$ cat src/rtl/bus_pkg.sv
// Shared types for the bus decode controller: FSM state encoding and the
// fixed device-ID map of the address regions.
package bus_pkg;

    typedef enum logic [1:0] {
        IDLE   = 2'd0,
        ACCESS = 2'd1,
        DONE   = 2'd2,
        ERROR  = 2'd3
    } state_t;

    typedef enum logic [2:0] {
        DRAM  = 3'd0,
        DROM  = 3'd1,
        DMAT  = 3'd2,
        DINT  = 3'd3,
        DREG  = 3'd4,
        DEXEC = 3'd5,
        DSPI  = 3'd6
    } dev_id_t;

endpackage

$ cat src/rtl/bus_region_decode.sv
// Combinational region decode: the top REGION_W address bits pick a device;
// regions at or beyond NDEV are unmapped and report hit=0, did=0.
module bus_region_decode
    import bus_pkg::*;
#(
    parameter int ADDR_W   = 16,
    parameter int REGION_W = 4,
    parameter int NDEV     = 7,
    parameter int DID_W    = 3
) (
    input  logic [ADDR_W-1:0] addr,
    output logic              hit,
    output logic [DID_W-1:0]  did
);

    logic [REGION_W-1:0] region_s;
    logic                addr_unused_s;

    assign region_s      = addr[ADDR_W-1 -: REGION_W];
    // Low address bits are offsets inside a device and play no part in the decode.
    assign addr_unused_s = ^addr;

    // Region lookup against the mapped device count.
    always_comb begin
        hit = 1'b0;
        did = {DID_W{1'b0}};
        if (32'(region_s) < 32'(NDEV)) begin
            hit = 1'b1;
            did = DID_W'(region_s);
        end else begin
            hit = 1'b0;
            did = {DID_W{1'b0}};
        end
    end

endmodule

$ cat src/rtl/bus_decode_ctrl.sv
// Bus decode controller: captures a master request, selects the addressed device
// and reports done/err. Optional ACCESS timeout enabled by BUS_DECODE_TIMEOUT_EN.
module bus_decode_ctrl
    import bus_pkg::*;
#(
    parameter int ADDR_W   = 16,
    parameter int REGION_W = 4,
    parameter int NDEV     = 7,
    parameter int DID_W    = 3,
    parameter int TIMEOUT  = 16
) (
    input  logic              clk,
    input  logic              rst,
    input  logic              rd,
    input  logic              wr,
    input  logic [ADDR_W-1:0] addr,
    input  logic [NDEV-1:0]   dev_ready,
    output logic [NDEV-1:0]   dev_sel,
    output logic              dev_rd,
    output logic              dev_wr,
    output logic              hit,
    output logic [DID_W-1:0]  did,
    output logic              busy,
    output logic              done,
    output logic              err
);

    state_t             state_r, state_s;
    logic               dec_hit_s;
    logic [DID_W-1:0]   dec_did_s;
    logic               hit_r, hit_s;
    logic [DID_W-1:0]   did_r, did_s;
    logic               op_wr_r, op_wr_s;
    logic [NDEV-1:0]    dev_sel_r, sel_s;
    logic               dev_rd_r, dev_wr_r, busy_r, done_r, err_r;
    logic               ready_s;

`ifdef BUS_DECODE_TIMEOUT_EN
    localparam int CNT_W = (TIMEOUT > 1) ? $clog2(TIMEOUT) : 1;
    logic [CNT_W-1:0]   cnt_r, cnt_s;
`else
    localparam int unused_timeout = TIMEOUT;
`endif

    bus_region_decode #(
        .ADDR_W   (ADDR_W),
        .REGION_W (REGION_W),
        .NDEV     (NDEV),
        .DID_W    (DID_W)
    ) u_decode (
        .addr (addr),
        .hit  (dec_hit_s),
        .did  (dec_did_s)
    );

    // Only the selected device's ready counts; the registered one-hot select masks the rest.
    assign ready_s = |(dev_ready & dev_sel_r);

    // Next-state, capture and next-output logic.
    always_comb begin
        state_s = state_r;
        hit_s   = hit_r;
        did_s   = did_r;
        op_wr_s = op_wr_r;
        sel_s   = {NDEV{1'b0}};
`ifdef BUS_DECODE_TIMEOUT_EN
        cnt_s   = {CNT_W{1'b0}};
`endif
        case (state_r)
            IDLE: begin
                if (rd && wr) begin
                    state_s = ERROR;
                    hit_s   = 1'b0;
                    did_s   = {DID_W{1'b0}};
                end else if (rd ^ wr) begin
                    hit_s   = dec_hit_s;
                    did_s   = dec_did_s;
                    op_wr_s = wr;
                    state_s = dec_hit_s ? ACCESS : ERROR;
                end else begin
                    state_s = IDLE;
                end
            end
            ACCESS: begin
                if (ready_s) begin
                    state_s = DONE;
`ifdef BUS_DECODE_TIMEOUT_EN
                end else if (cnt_r == CNT_W'(TIMEOUT - 1)) begin
                    state_s = ERROR;
                end else begin
                    state_s = ACCESS;
                    cnt_s   = cnt_r + CNT_W'(1);
                end
`else
                end else begin
                    state_s = ACCESS;
                end
`endif
            end
            DONE:    state_s = IDLE;
            ERROR:   state_s = IDLE;
            default: state_s = IDLE;
        endcase

        for (int i = 0; i < NDEV; i++) begin
            if ((state_s == ACCESS) && (did_s == DID_W'(i))) begin
                sel_s[i] = 1'b1;
            end else begin
                sel_s[i] = 1'b0;
            end
        end
    end

    // State and registered outputs; reset clears everything at once.
    always_ff @(posedge clk or posedge rst) begin
        if (rst) begin
            state_r   <= IDLE;
            hit_r     <= 1'b0;
            did_r     <= {DID_W{1'b0}};
            op_wr_r   <= 1'b0;
            dev_sel_r <= {NDEV{1'b0}};
            dev_rd_r  <= 1'b0;
            dev_wr_r  <= 1'b0;
            busy_r    <= 1'b0;
            done_r    <= 1'b0;
            err_r     <= 1'b0;
        end else begin
            state_r   <= state_s;
            hit_r     <= hit_s;
            did_r     <= did_s;
            op_wr_r   <= op_wr_s;
            dev_sel_r <= sel_s;
            dev_rd_r  <= (state_s == ACCESS) && !op_wr_s;
            dev_wr_r  <= (state_s == ACCESS) && op_wr_s;
            busy_r    <= (state_s != IDLE);
            done_r    <= (state_s == DONE) || (state_s == ERROR);
            err_r     <= (state_s == ERROR);
        end
    end

`ifdef BUS_DECODE_TIMEOUT_EN
    // ACCESS cycle counter, zero outside ACCESS.
    always_ff @(posedge clk or posedge rst) begin
        if (rst) begin
            cnt_r <= {CNT_W{1'b0}};
        end else begin
            cnt_r <= cnt_s;
        end
    end
`endif

    assign dev_sel = dev_sel_r;
    assign dev_rd  = dev_rd_r;
    assign dev_wr  = dev_wr_r;
    assign hit     = hit_r;
    assign did     = did_r;
    assign busy    = busy_r;
    assign done    = done_r;
    assign err     = err_r;

endmodule

$ cat config.mk
export PLATFORM = sky130hd
export DESIGN_NAME = bus_decode_ctrl
export DESIGN_NICKNAME = d
export VERILOG_FILES = /design/src/rtl/bus_pkg.sv /design/src/rtl/bus_region_decode.sv /design/src/rtl/bus_decode_ctrl.sv
export SDC_FILE = /design/constraint.sdc
export NUM_CORES = 1
export LEC_CHECK = 0
export CAP_MARGIN = 20
export CORE_MARGIN = 2
export CORE_UTILIZATION = 30
export CTS_CLUSTER_DIAMETER = 30
export DETAILED_ROUTE_END_ITERATION = 10
export MAX_ROUTING_LAYER = met4
export SLEW_MARGIN = 20
export SYNTH_ARGS = -nofsm -noshare
export SYNTH_HDL_FRONTEND = slang
export SYNTH_SLANG_ARGS = --single-unit
$ cat constraint.sdc
create_clock -name clk -period 2.05 [get_ports clk]
set_input_delay 0.41 -clock clk [delete_from_list [all_inputs] [get_ports clk]]
set_output_delay 0.41 -clock clk [all_outputs]
set_load 0.03 [all_outputs]
==> impl_results.md <==
* Status: complete, no violations
* CP max FO at 12
* Family with the most delay on the worst path: simple AND/OR/NAND/NOR gates
* P per Cell Area at between 1000 and 1500 mW/mm2
* Die height at 60.41 um
* Vias at 787
* Clock Tree Root: clkbuf_4
* Post-Route Utilization at 0.4661
* H-tree levels at 1
* Setup CP Type: in -> reg
* Hold_ws at 0.4193 ns
* Clock Tree Buf Depth at 2
* Total of max-cap violations at 0
* Vias in the first global route at about 740
* Largest net degree at the start of global routing at 20
* CP cell instances: clkdlybuf4s50_1 > inv_1 > ha_1 > or3b_4 > o2bb2ai_4 > o21bai_4 > nor4b_1
* Core ar. at just over 0.003 mm2
* Count of cell types in the netlist at 33
* Post-route ant nets at 0
* Fmax achieved at around 0.51 GHz
* CP arrival at 2.16 ns
* Grt ovf at 0
* Seq/Total Area, Yosys at 0.4980
* Post-synthesis cell count at 84
* DIE AREA at between 0.003 and 0.004 mm2
* Asr flop ratio synth at 1.000
* WP buf/inv at 2
* Post-DP Area at 0.001361 mm2
* Setup crit end kind: flop
* Slew Limit Fails at 0
* DIE WIDTH at 60.41 um
* Yosys warnings at 0
* RD Place Congestion at between 0.7 and 0.8
* CTS buffer count at 3
* Crit path required time at 2.24 ns
* TritonCTS clock tree: built
* Total power at 1.863 mW
* # fillers at 302
* # IOs at between 40 and 50
* Worst R2R Setup Slack at 0.16 ns
* Worst slew margin at 0.5073
* Synth Cell Area at 954.7 um2
* Via-to-Cell Ratio at approximately 4.6
* DRC viols at 0
* CTS sink count at 19
* Final Cycle Share at 0.9631
* Minimum clock period at 1.974 ns
* Antenna Cells at 0
* Initial Util at 0.3153
* Worst Skew at 0.003398 ns
* Design area at 0.001411 mm2
* Layout area overhead at 47.84%
* Maximum vdd drop at approximately 370 uV
* Clock slew at reported path FFs at 0.11 ns
* Crit-path slowest cell: clkdlybuf4s50_1
* Input/output buffers at 30
* R2R depth at 6
* Lkg Pwr at 0.5997 nW
* FF-to-FF End: err
* Post-CTS Setup Inserts at 0
* Wirelength, routed at 2100 um
* Number of DRC markers in iteration 0 at 6
* EDFF count, synth at 0
* Worst Hold Class: in -> async
* Initial antenna violation count at 0
* Total GRT Usage at 0.1277
* Syn Area/Cell at between 10 and 15 um2
* Drt pass-1 iters at 4
* Hpwl dp at 1666 um
* RSZ-0062 raised after global routing: no
* WL per Instance at 12.35 um
* Hold Vio Cnt, Final at 0
* # rows at 20
* Syn_nets at 114
* Final setup fails at 0
* First-pass GRT wire length at 3249 um
* Worst slew pin tran at approximately 0.74 ns
* Reg2reg start: state_r[1]
* Seq cells post-synth at 19
* Ratio of cells with drive above 1 in the final layout at 0.2063
* Crit start category: input pin
* Max incr delay on CP at 0.49 ns
* # nets final at between 150 and 200
* Top_reg_cell synth: dfrtp_1
* Clock Latency Late Sink at 0.30 ns
## where the power goes
part	switching (mW)	leakage (nW)	internal, mW
sequential	0.102	0.249	0.505
clock	0.115	0.0177	0.0727
combinational	0.599	0.333	0.469
## what timing repair did
item / in CTS / in global routing
setup endpoints to repair: 2 / 6
endpoints found under the hold margin: 0 / 0
hold buffers: 0 / 0
gates resized for setup: 1 / 5
## layout by cell type (no fill, tap or decap), types with 2 or more instances in the layout
| master | count |
|---|---|
| nor3_1 | 4 |
| nor4b_2 | 2 |
| nor4_1 | 3 |
| nand2_1 | 8 |
| ha_1 | 3 |
| a21oi_1 | 3 |
| nor4_2 | 2 |
| dfrtp_1 | 19 |
| a22o_1 | 2 |
| nor3b_1 | 2 |
| clkbuf_4 | 3 |
| clkdlybuf4s50_1 | 30 |
| inv_1 | 6 |
| nor3b_2 | 2 |
| buf_4 | 11 |
| a31oi_1 | 5 |
| a22oi_1 | 2 |
| nand2b_1 | 2 |
## area by class of cell
type                       instances  area (um2)  area share
inverter                           6       22.52     0.01596
clock buffer                       3       22.52     0.01596
multi-input combinational         56       447.9      0.3174
clock inverter                     1       5.005    0.003546
tap                               44       55.05     0.03901
sequential                        19       475.5      0.3369
timing repair buffer              41       382.9      0.2713
## cell families (layout without fill, tap and decap cells)
kind of cell | count (synthesis) | count (layout) | share of synthesized area
adder cells (fa/ha/maj) | 3 | 3 | 0.03932
AND/OR/NAND/NOR | 32 | 32 | 0.2136
AO/OA/AOI/OAI | 21 | 21 | 0.1927
flip-flops | 19 | 19 | 0.4980
buffers and inverters | 9 | 51 | 0.05634
## synthesized netlist by cell type, drive strengths merged (3+ instances only)
cell type / count / area share
a31oi: 5 / 0.033
nor3b: 4 / 0.037
ha: 3 / 0.039
nor4b: 3 / 0.034
dfrtp: 19 / 0.50
nor3: 4 / 0.021
a21oi: 3 / 0.016
nor4: 5 / 0.039
inv: 6 / 0.024
buf: 3 / 0.033
nand2: 9 / 0.035
## tightest hold or removal path: cells and delay by family
kind | cells | cell delay [ns]
buffers and inverters | 3 | 0.70
## metrics by stage
stage          setup TNS, ns  cells  setup WS, ns
2_1_floorplan              0     84        0.2430
3_3_place_gp          -4.292    166       -0.3219
3_5_place_dp          -4.614    166       -0.3569
4_1_cts                    0    170       0.05368
5_1_grt                    0    170      0.005048
6_report                   0    170       0.07557
## worst max-delay path by stage
stage                     from          to  slack [ns]  cells past startpoint
after floorplan             wr         err        0.24                      8
after global placement      rd  dev_sel[2]       -0.32                      7
after detailed placement    rd  dev_sel[1]       -0.36                      7
after CTS                   rd  dev_sel[1]        0.05                      7
after global routing        rd      dev_wr       0.005                      6
final                       rd  dev_sel[4]        0.08                      7
## sequential cells by signal, indices dropped and copies added (netlist names)
name	flops
dev_sel	7
did	3
state_r	2
busy	1
dev_rd	1
dev_wr	1
done	1
err	1
hit	1
op_wr_r	1
## metal layers
layer | part of all wire | vias up | wire length [um] | track usage
met3 | 0.065 | 4 | 137 | 0.03412
met1 | 0.44 | 363 | 932 | 0.1536
met4 | 0.020 | 0 | 42 | 0.07453
met2 | 0.47 | 24 | 987 | 0.1925
li1 | - | 396 | - | -
met5 | 0 | - | 0 | -
No activity file was read; power rests on OpenSTA's default activity.
